<file path="src/rtl/dsp_pkg.sv">
// Shared types and constants for the fir control plane.
// Holds the sequencer state encoding, default widths and a tap-index width helper.
package dsp_pkg;

    localparam int DATA_W = 16;
    localparam int COEF_W = 16;

    typedef enum logic [1:0] {
        ST_IDLE  = 2'd0,
        ST_LOAD  = 2'd1,
        ST_FLUSH = 2'd2,
        ST_RUN   = 2'd3
    } state_e;

    function automatic int tap_idx_w(input int taps);
        return (taps > 1) ? $clog2(taps) : 1;
    endfunction

endpackage

</file>
<file path="src/rtl/fir_coeff_bank.sv">
// Shadow coefficient register file: one synchronous write port and one asynchronous read port.
// Every entry clears on reset so an unconfigured bank loads all-zero coefficients.
module fir_coeff_bank #(
    parameter int DEPTH = 8,
    parameter int WIDTH = 16,
    parameter int IDX_W = 3
) (
    input  logic             clk,
    input  logic             rst_n,
    input  logic             i_wr_en,
    input  logic [IDX_W-1:0] i_wr_idx,
    input  logic [WIDTH-1:0] i_wr_data,
    input  logic [IDX_W-1:0] i_rd_idx,
    output logic [WIDTH-1:0] o_rd_data
);

    logic [WIDTH-1:0] r_mem [DEPTH];

    always_ff @(posedge clk or negedge rst_n) begin
        if (!rst_n) begin
            for (int i = 0; i < DEPTH; i++) begin
                r_mem[i] <= '0;
            end
        end else if (i_wr_en) begin
            r_mem[i_wr_idx] <= i_wr_data;
        end
    end

    assign o_rd_data = r_mem[i_rd_idx];

endmodule

</file>
<file path="src/rtl/fir_cfg_sequencer.sv">
// Reload sequencer for the fir datapath: stalls the stream, streams every coefficient slot into fir,
// optionally flushes the delay line with zeros, then reopens the stream.
module fir_cfg_sequencer
    import dsp_pkg::*;
#(
    parameter int DATA_WIDTH = DATA_W,
    parameter int COEF_WIDTH = COEF_W,
    parameter int MAX_TAPS   = 8,
    parameter bit FLUSH_EN   = 1'b1,
    localparam int IDX_W     = tap_idx_w(MAX_TAPS),
    localparam int NUM_W     = IDX_W + 1
) (
    input  logic                  clk,
    input  logic                  rst_n,
    input  logic                  cfg_wr_en,
    input  logic [IDX_W-1:0]      cfg_index,
    input  logic [COEF_WIDTH-1:0] cfg_value,
    input  logic [NUM_W-1:0]      cfg_num_taps,
    input  logic                  cfg_commit,
    output logic                  cfg_busy,
    output logic                  cfg_err,
    output logic                  load_done,
    input  logic [DATA_WIDTH-1:0] s_din,
    input  logic                  s_valid,
    output logic                  s_ready,
    output logic [DATA_WIDTH-1:0] fir_din,
    output logic                  fir_din_valid,
    output logic                  fir_coeff_wr_en,
    output logic [IDX_W-1:0]      fir_coeff_index,
    output logic [COEF_WIDTH-1:0] fir_coeff_value,
    output logic [1:0]            dbg_state
);

    state_e                r_state;
    logic [IDX_W-1:0]      r_idx;
    logic [NUM_W-1:0]      r_n;
    logic                  r_load_done;
    logic                  r_err;

    logic                  w_load;
    logic                  w_flush;
    logic                  w_run;
    logic                  w_busy;
    logic                  w_wr_accept;
    logic                  w_commit_accept;
    logic                  w_last;
    logic [NUM_W-1:0]      w_n_sat;
    logic [COEF_WIDTH-1:0] w_shadow_q;

    assign w_load          = (r_state == ST_LOAD);
    assign w_flush         = (r_state == ST_FLUSH);
    assign w_run           = (r_state == ST_RUN);
    assign w_busy          = w_load | w_flush;
    assign w_wr_accept     = cfg_wr_en & ~w_busy;
    assign w_commit_accept = cfg_commit & ~w_busy;
    assign w_last          = (r_idx == IDX_W'(MAX_TAPS - 1));
    assign w_n_sat         = (cfg_num_taps > NUM_W'(MAX_TAPS)) ? NUM_W'(MAX_TAPS) : cfg_num_taps;

    // A write in the commit cycle lands at the same edge, so LOAD slot 0 already sees it.
    fir_coeff_bank #(
        .DEPTH (MAX_TAPS),
        .WIDTH (COEF_WIDTH),
        .IDX_W (IDX_W)
    ) u_bank (
        .clk       (clk),
        .rst_n     (rst_n),
        .i_wr_en   (w_wr_accept),
        .i_wr_idx  (cfg_index),
        .i_wr_data (cfg_value),
        .i_rd_idx  (r_idx),
        .o_rd_data (w_shadow_q)
    );

    always_ff @(posedge clk or negedge rst_n) begin
        if (!rst_n) begin
            r_state     <= ST_IDLE;
            r_idx       <= '0;
            r_n         <= '0;
            r_load_done <= 1'b0;
            r_err       <= 1'b0;
        end else begin
            r_load_done <= 1'b0;
            r_err       <= w_busy & (cfg_wr_en | cfg_commit);
            case (r_state)
                ST_IDLE, ST_RUN: begin
                    if (w_commit_accept) begin
                        r_state <= ST_LOAD;
                        r_idx   <= '0;
                        r_n     <= w_n_sat;
                    end
                end
                ST_LOAD: begin
                    r_idx <= r_idx + 1'b1;
                    if (w_last) begin
                        if (FLUSH_EN) begin
                            r_state <= ST_FLUSH;
                        end else begin
                            r_state     <= ST_RUN;
                            r_load_done <= 1'b1;
                        end
                    end
                end
                ST_FLUSH: begin
                    r_idx <= r_idx + 1'b1;
                    if (w_last) begin
                        r_state     <= ST_RUN;
                        r_load_done <= 1'b1;
                    end
                end
                default: r_state <= ST_IDLE;
            endcase
        end
    end

    // Slots at or beyond the active tap count are written as zero.
    assign fir_coeff_wr_en = w_load;
    assign fir_coeff_index = w_load ? r_idx : '0;
    assign fir_coeff_value = (w_load && ({1'b0, r_idx} < r_n)) ? w_shadow_q : '0;

    assign s_ready       = w_run;
    assign fir_din       = w_run ? s_din : '0;
    assign fir_din_valid = w_flush | (w_run & s_valid);

    assign cfg_busy  = w_busy;
    assign cfg_err   = r_err;
    assign load_done = r_load_done;
    assign dbg_state = r_state;

endmodule

</file>
<file path="config.mk">
export PLATFORM = sky130hd
export DESIGN_NAME = fir_cfg_sequencer
export DESIGN_NICKNAME = d
export VERILOG_FILES = /design/src/rtl/dsp_pkg.sv /design/src/rtl/fir_coeff_bank.sv /design/src/rtl/fir_cfg_sequencer.sv
export SDC_FILE = /design/constraint.sdc
export NUM_CORES = 1
export LEC_CHECK = 0
export ABC_AREA = 1
export CAP_MARGIN = 20
export CORE_MARGIN = 2
export CORE_UTILIZATION = 35
export DETAILED_ROUTE_END_ITERATION = 16
export HOLD_SLACK_MARGIN = 0.12
export PLACE_DENSITY = 0.64
export SLEW_MARGIN = 5
export SYNTH_ARGS = -nofsm -noshare
export SYNTH_HDL_FRONTEND = slang
export SYNTH_SLANG_ARGS = --single-unit
</file>
<file path="constraint.sdc">
create_clock -name clk -period 1.92 [get_ports clk]
set_input_delay 0.48 -clock clk [delete_from_list [all_inputs] [get_ports clk]]
set_output_delay 0.48 -clock clk [all_outputs]
set_load 0.02 [all_outputs]
</file>
# [Word-level counts from Yosys, hierarchy flattened]
# Index checks and enable logic that the tools add are counted.
[totals] reg_bits=139 latchBits=0 ram_bits=0 romBits=0 wordCells=61 n_memories=0
[op_classes] add_sub_neg=1 multipliers=0 div_mod_pow=0 order_cmp=5 eq_ne=7 shifts=0 mux=18 bitwise=10 reduce_logical=7
[ops] op="$bwmux W128" count=1
[ops] op="$mux W16" count=5
[ops] op="$bmux W16 S3" count=1
[ops] op="$demux W16 S3" count=1
[ops] op="$ge A4 B4 Y1 const B" count=2
[ops] op="$not A3 Y4" count=2
[ops] op="$mux W2" count=3
[ops] op="$mux W3" count=2
[ops] op="$pmux W2 S3" count=1
[ops] op="$pmux W3 S2" count=1
[ops] op="$and A1 B1 Y1" count=4
[ops] op="$eq A2 B2 Y1 const B" count=2
[ops] op="$gt A4 B4 Y1 const B" count=1
[ops] op="$lt A3 B4 Y1" count=1
[ops] op="$lt A4 B1 Y1 const B" count=1
[ops] op="$mux W4" count=1
[ops] op="$ne A2 B1 Y1 const B" count=2
[ops] op="$reduce_or A2 Y1" count=2
[ops] op="$add A3 B1 Y3 const B" count=1
[ops] op="$eq A3 B3 Y1 const B" count=1
[ops] op="$or A1 B1 Y1" count=3
[ops] op="$reduce_and A3 Y1" count=1
[ops] op="$eq A2 B1 Y1 const B" count=1
[ops] op="$logic_and A1 B1 Y1" count=2
[ops] op="5 further kinds" count=6

# [Logic depth before layout (Yosys ltp)]
[depth] depth_word=6 mapped_depth=9 mapped_depth_nobuf=7

# [Modules after synthesis]
# Synthesis repeated with hierarchy kept, for this count alone.
[unflattened] cells_unflattened=1009 hier_area_um2=7203.2
[modules_own_cells] module="fir_coeff_bank" instances=1 cells_each=867 area_each_um2=6277.3 seq_area_each_um2=3203.1
[modules_own_cells] module="fir_cfg_sequencer" instances=1 cells_each=142 area_each_um2=925.9 seq_area_each_um2=275.3

# [Least setup slack after synthesis]
# OpenSTA, ideal clock, no wires.
[synth_timing] path_kind="register to output" start="register r_state[1] (netlist: dbg_state[1])" end="output port fir_coeff_value[10]" t_arrival_ps=1750 slack_ps=-310 path_stages_with_launch=7 path_buffers=1 cell_sequence="dfrtp_1 inv_1 ha_1 a21boi_0 nand2_1 buf_2 nor2_1"
[synth_via] elab_chain_len=3
[synth_lines] element="from (decl)" line="fir_cfg_sequencer.sv:34" source="state_e r_state;"
[synth_lines] element="from (signal assigned)" line="fir_cfg_sequencer.sv:76" source="r_state <= ST_IDLE;"
[synth_lines] element="from (signal assigned)" line="fir_cfg_sequencer.sv:87" source="r_state <= ST_LOAD;"
[synth_lines] element="from (signal assigned)" line="fir_cfg_sequencer.sv:96" source="r_state <= ST_FLUSH;"
[synth_lines] element="$eq A2 B1 Y1" line="fir_cfg_sequencer.sv:50" source="assign w_load = (r_state == ST_LOAD);"
[synth_lines] element="via fir_coeff_wr_en" line="fir_cfg_sequencer.sv:28" source="output logic fir_coeff_wr_en,"
[synth_lines] element="$logic_and A1 B1 Y1" line="fir_cfg_sequencer.sv:118" source="assign fir_coeff_value = (w_load && ({1'b0, r_idx} < r_n)) ? w_shadow_q : '0;"
[synth_lines] element="$mux W16" line="fir_cfg_sequencer.sv:118"
[synth_lines] element="to (decl)" line="fir_cfg_sequencer.sv:30" source="output logic [COEF_WIDTH-1:0] fir_coeff_value,"
# The timed path passes the listed nets, and every way through them passes these cells.

# [Worst setup path after layout]
[layout_timing] start="register r_idx[1]" end="output port fir_coeff_value[9]"
[layout_via] elab_chain_len=5 elab_cells_between_ends=7 cone_classes="order compare: 1; mux: 4; bitwise: 1; reduce/logical: 1"
[layout_lines] element="from (decl)" line="fir_cfg_sequencer.sv:35" source="logic [IDX_W-1:0] r_idx;"
[layout_lines] element="from (signal assigned)" line="fir_cfg_sequencer.sv:93" source="r_idx <= r_idx + 1'b1;"
[layout_lines] element="from (signal assigned)" line="fir_cfg_sequencer.sv:104" source="r_idx <= r_idx + 1'b1;"
[layout_lines] element="$not A3 Y4 (implied by the code)" line="fir_coeff_bank.sv:29" source="assign o_rd_data = r_mem[i_rd_idx];"
[layout_lines] element="$bmux W16 S3" line="fir_coeff_bank.sv:29"
[layout_lines] element="$mux W16 (implied by the code) (2 in series)" line="fir_coeff_bank.sv:29"
[layout_lines] element="$mux W16 *" line="fir_cfg_sequencer.sv:118"
# Mark *: on every way between the ends. The rest lies on a longest branch, timed or not. The select of a mux whose other input is x is not followed.

==> flow_metrics.env <==
export IMPL_worstPathArrival_ns=1.87
export IMPL_startpoint_type="register"
export IMPL_ant_nets=0
export IMPL_setup_viol=163
export IMPL_io_pins=87
export IMPL_numPortBuffers=86
export IMPL_synth_xor_area_share_pct=0
export IMPL_die_w_um=146
export IMPL_core_um2=19700
export IMPL_clock_latency_ns=0.43
export IMPL_cts_tree="built"
export IMPL_clkSlewWorstSetupHoldPaths_ns=0.06
export IMPL_worstPathRequired_ns=1.44
export IMPL_rsz0062_at_grt="true"
export IMPL_tns_ns=-17.42
export IMPL_antenna_found_initial=0
export IMPL_endpoint_kind="primary output"
export IMPL_syn_cell_area_um2=7060
export IMPL_cts_buffers=17
export IMPL_synth_top_family_by_area="simple AND/OR/NAND/NOR gates"
export IMPL_hpwl_mm=11.6
export IMPL_finish_instance_area_um2=10900
export IMPL_grt_pass1_wl_mm=31.6
export IMPL_root_buffer="clkbuf_16"
export IMPL_cts_htree_levels=4
export IMPL_ys_seq_area_share_pct=49.3
export IMPL_gp_congestion=0.755
export IMPL_maxSlewViolCount=0
export IMPL_area_growth_pct=53.9
export IMPL_synth_compound_area_share_pct=11.2
export IMPL_relSlewSlack_pct=71.6
export IMPL_wl_mm=24.3
export IMPL_powerDensity_nw_per_um2=1720
export IMPL_drc=0
export IMPL_overflow=0
export IMPL_ir_worst_vdd_mv=0.767
export IMPL_final_hold_violation_count=0
export IMPL_grt_max_degree=43
export IMPL_maxCapViolCount=0
export IMPL_track_usage_pct=18.4
export IMPL_antennaDiodeCount=0
export IMPL_die_h_um=146
export IMPL_dpl_instance_area_um2=8500
export IMPL_synthSimpleGateAreaFrac_pct=26.1
export IMPL_drive_gt1_share_pct=38.6
export IMPL_post_place_ws_ns=-0.516
export IMPL_grt_pass1_vias=5996
export IMPL_path_class="reg2out"
export IMPL_wl_per_cell_um=18.3
export IMPL_fillCellCount=1699
export IMPL_worstMarginPinSlew_ns=0.425
export IMPL_worstPathMaxFanout=5
export IMPL_fmax_mhz=426
export IMPL_multi_input_area_um2=3840
export IMPL_clock_tree_buffer_depth=2
export IMPL_finClkSkew_ns=0.00856
export IMPL_p_total_uw=18700
export IMPL_initial_core_util_pct=35.9
export IMPL_layout_min_cycle_time_ns=2.35
export IMPL_p_leak_uw=0.00536
export IMPL_viasPerCell=5.09
export IMPL_dr_pass1_iters=7
export IMPL_drtIter0Drc=662
export IMPL_ys_warn_count=0
export IMPL_hp_class="reg2reg"
export IMPL_vias=6744
export IMPL_violations="negative setup slack"
export IMPL_regArea_um2=3480
export IMPL_synth_nets=958
export IMPL_rows=51
export IMPL_fin_util_pct=55.3
export IMPL_outcome="finished with violations"
export IMPL_clkSinkCount=139
export IMPL_fin_nets=1101
export IMPL_dieArea_um2=21300
export IMPL_worst_slack_ns=-0.427
export IMPL_fin_crit_sh_pct=122
export IMPL_ys_types=21
export IMPL_synth_cells=906
export IMPL_synth_adder_area_share_pct=1.42
export IMPL_ys_seq_elements=139
export IMPL_avgSynthCellArea_um2=7.79
export IMPL_synth_area_mux_share_pct=0
[stage by stage]
stage	hold slack [ns]	cells
global route	0.510	1326
global placement	0.411	1253
finish	0.484	1326
CTS	0.483	1299
detailed placement	0.413	1253
floorplan	0.184	906
[final cells by class]
type | instances | share of cell area (%)
Clock inverter | 6 | 1.01
Inverter | 113 | 3.97
Timing Repair Buffer | 175 | 20.0
Multi-Input combinational cell | 603 | 35.3
Sequential cell | 139 | 32.1
Clock buffer | 25 | 4.56
Tap cell | 265 | 3.05
[routing by layer]
metal,wire length (um),track usage (%)
met1,9890,24.7
met2,11800,30.2
met3,1850,4.42
met4,768,4.37
met5,0,0
[critical path, cell delays in order, from the launching register on]
cell and delay [ns]:
dfrtp_1 0.40, ha_1 0.28, o21ai_1 0.08, nand2_1 0.08, nand2_2 0.11, nand2_8 0.10, buf_12 0.18, nor2_4 0.09
buf_6 0.12
[sequential cells by signal (all words and copies together) (netlist names)]
signal,cells
dbg_state,2
cfg_err,1
u_bank.r_mem,128
load_done,1
r_idx,3
r_n,4
[cells in the mapped netlist]
| cell | n | area share (%) |
|---|---|---|
| a21boi_0 | 1 | 0.11 |
| a21o_1 | 1 | 0.11 |
| a21oi_1 | 1 | 0.071 |
| buf_1 | 1 | 0.053 |
| buf_2 | 13 | 0.92 |
| buf_4 | 4 | 0.43 |
| buf_6 | 27 | 4.3 |
| clkbuf_1 | 6 | 0.32 |
| clkinv_1 | 1 | 0.053 |
| dfrtp_1 | 139 | 49 |
| ha_1 | 8 | 1.4 |
| inv_1 | 111 | 5.9 |
| inv_2 | 1 | 0.053 |
| nand2_1 | 340 | 18 |
| nand2_2 | 9 | 0.80 |
| nand3_1 | 79 | 5.6 |
| nor2_1 | 24 | 1.3 |
| nor2_4 | 2 | 0.32 |
| o21ai_0 | 10 | 0.71 |
| o21ai_1 | 107 | 7.6 |
| o21ai_2 | 21 | 2.6 |
[cell families after synthesis]
family | after synthesis
buffers and inverters | 164
AND/OR/NAND/NOR | 454
flip-flops | 139
AO/OA/AOI/OAI | 141
adder cells (fa/ha/maj) | 8
[power by group]
group	switching, uW	leakage, uW	internal [uW]
registers	1180	0.00175	4300
clock network	1240	0.000290	2170
logic	5220	0.00332	4590
total	7640	0.00536	11100
[path summary, 6_finish.rpt]
check	startpoint	end	slack, ns	cells past startpoint
min in group asynchronous	rst_n	cfg_err$_DFF_PN0_	0.54	2
worst max-delay path	r_idx[1]$_DFFE_PN0P_	fir_coeff_value[9]	-0.43	8
worst min-delay path	u_bank.r_mem[105]$_DFFE_PN0P_	u_bank.r_mem[105]$_DFFE_PN0P_	0.48	2
max in group asynchronous	rst_n	u_bank.r_mem[53]$_DFFE_PN0P_	0.76	3
worst max register to register	dbg_state[0]$_DFFE_PN0P_	u_bank.r_mem[83]$_DFFE_PN0P_	-0.13	11
worst min register to register	u_bank.r_mem[105]$_DFFE_PN0P_	u_bank.r_mem[105]$_DFFE_PN0P_	0.48	2
[repair_timing]
item / 4_1_cts / 5_1_grt
setup buffers: 12 / 9
setup endpoints to repair: 41 / 167
cloned: 2 / 19
resized for setup: 304 / 265
endpoints found under the hold margin: 31 / 0
pin swaps: 9 / 11
hold buffers: 1 / 0
[cells in the final DEF, fill, tap and decap left out, types with 2 or more instances in the layout]
cell / count
buf_12: 19
buf_16: 2
buf_2: 2
buf_4: 29
buf_6: 62
buf_8: 2
bufinv_16: 3
clkbuf_1: 4
clkbuf_16: 30
clkbuf_8: 4
clkdlybuf4s50_1: 44
clkinvlp_4: 2
dfrtp_1: 136
dfrtp_2: 3
ha_1: 5
ha_4: 3
inv_1: 88
inv_2: 21
inv_4: 3
nand2_1: 217
nand2_2: 44
nand2_4: 86
nand2_8: 2
nand3_1: 79
nor2_1: 8
nor2_2: 3
nor2_4: 15
o21ai_0: 8
o21ai_1: 57
o21ai_2: 73
Note: power is estimated with default switching activity, not from simulation.
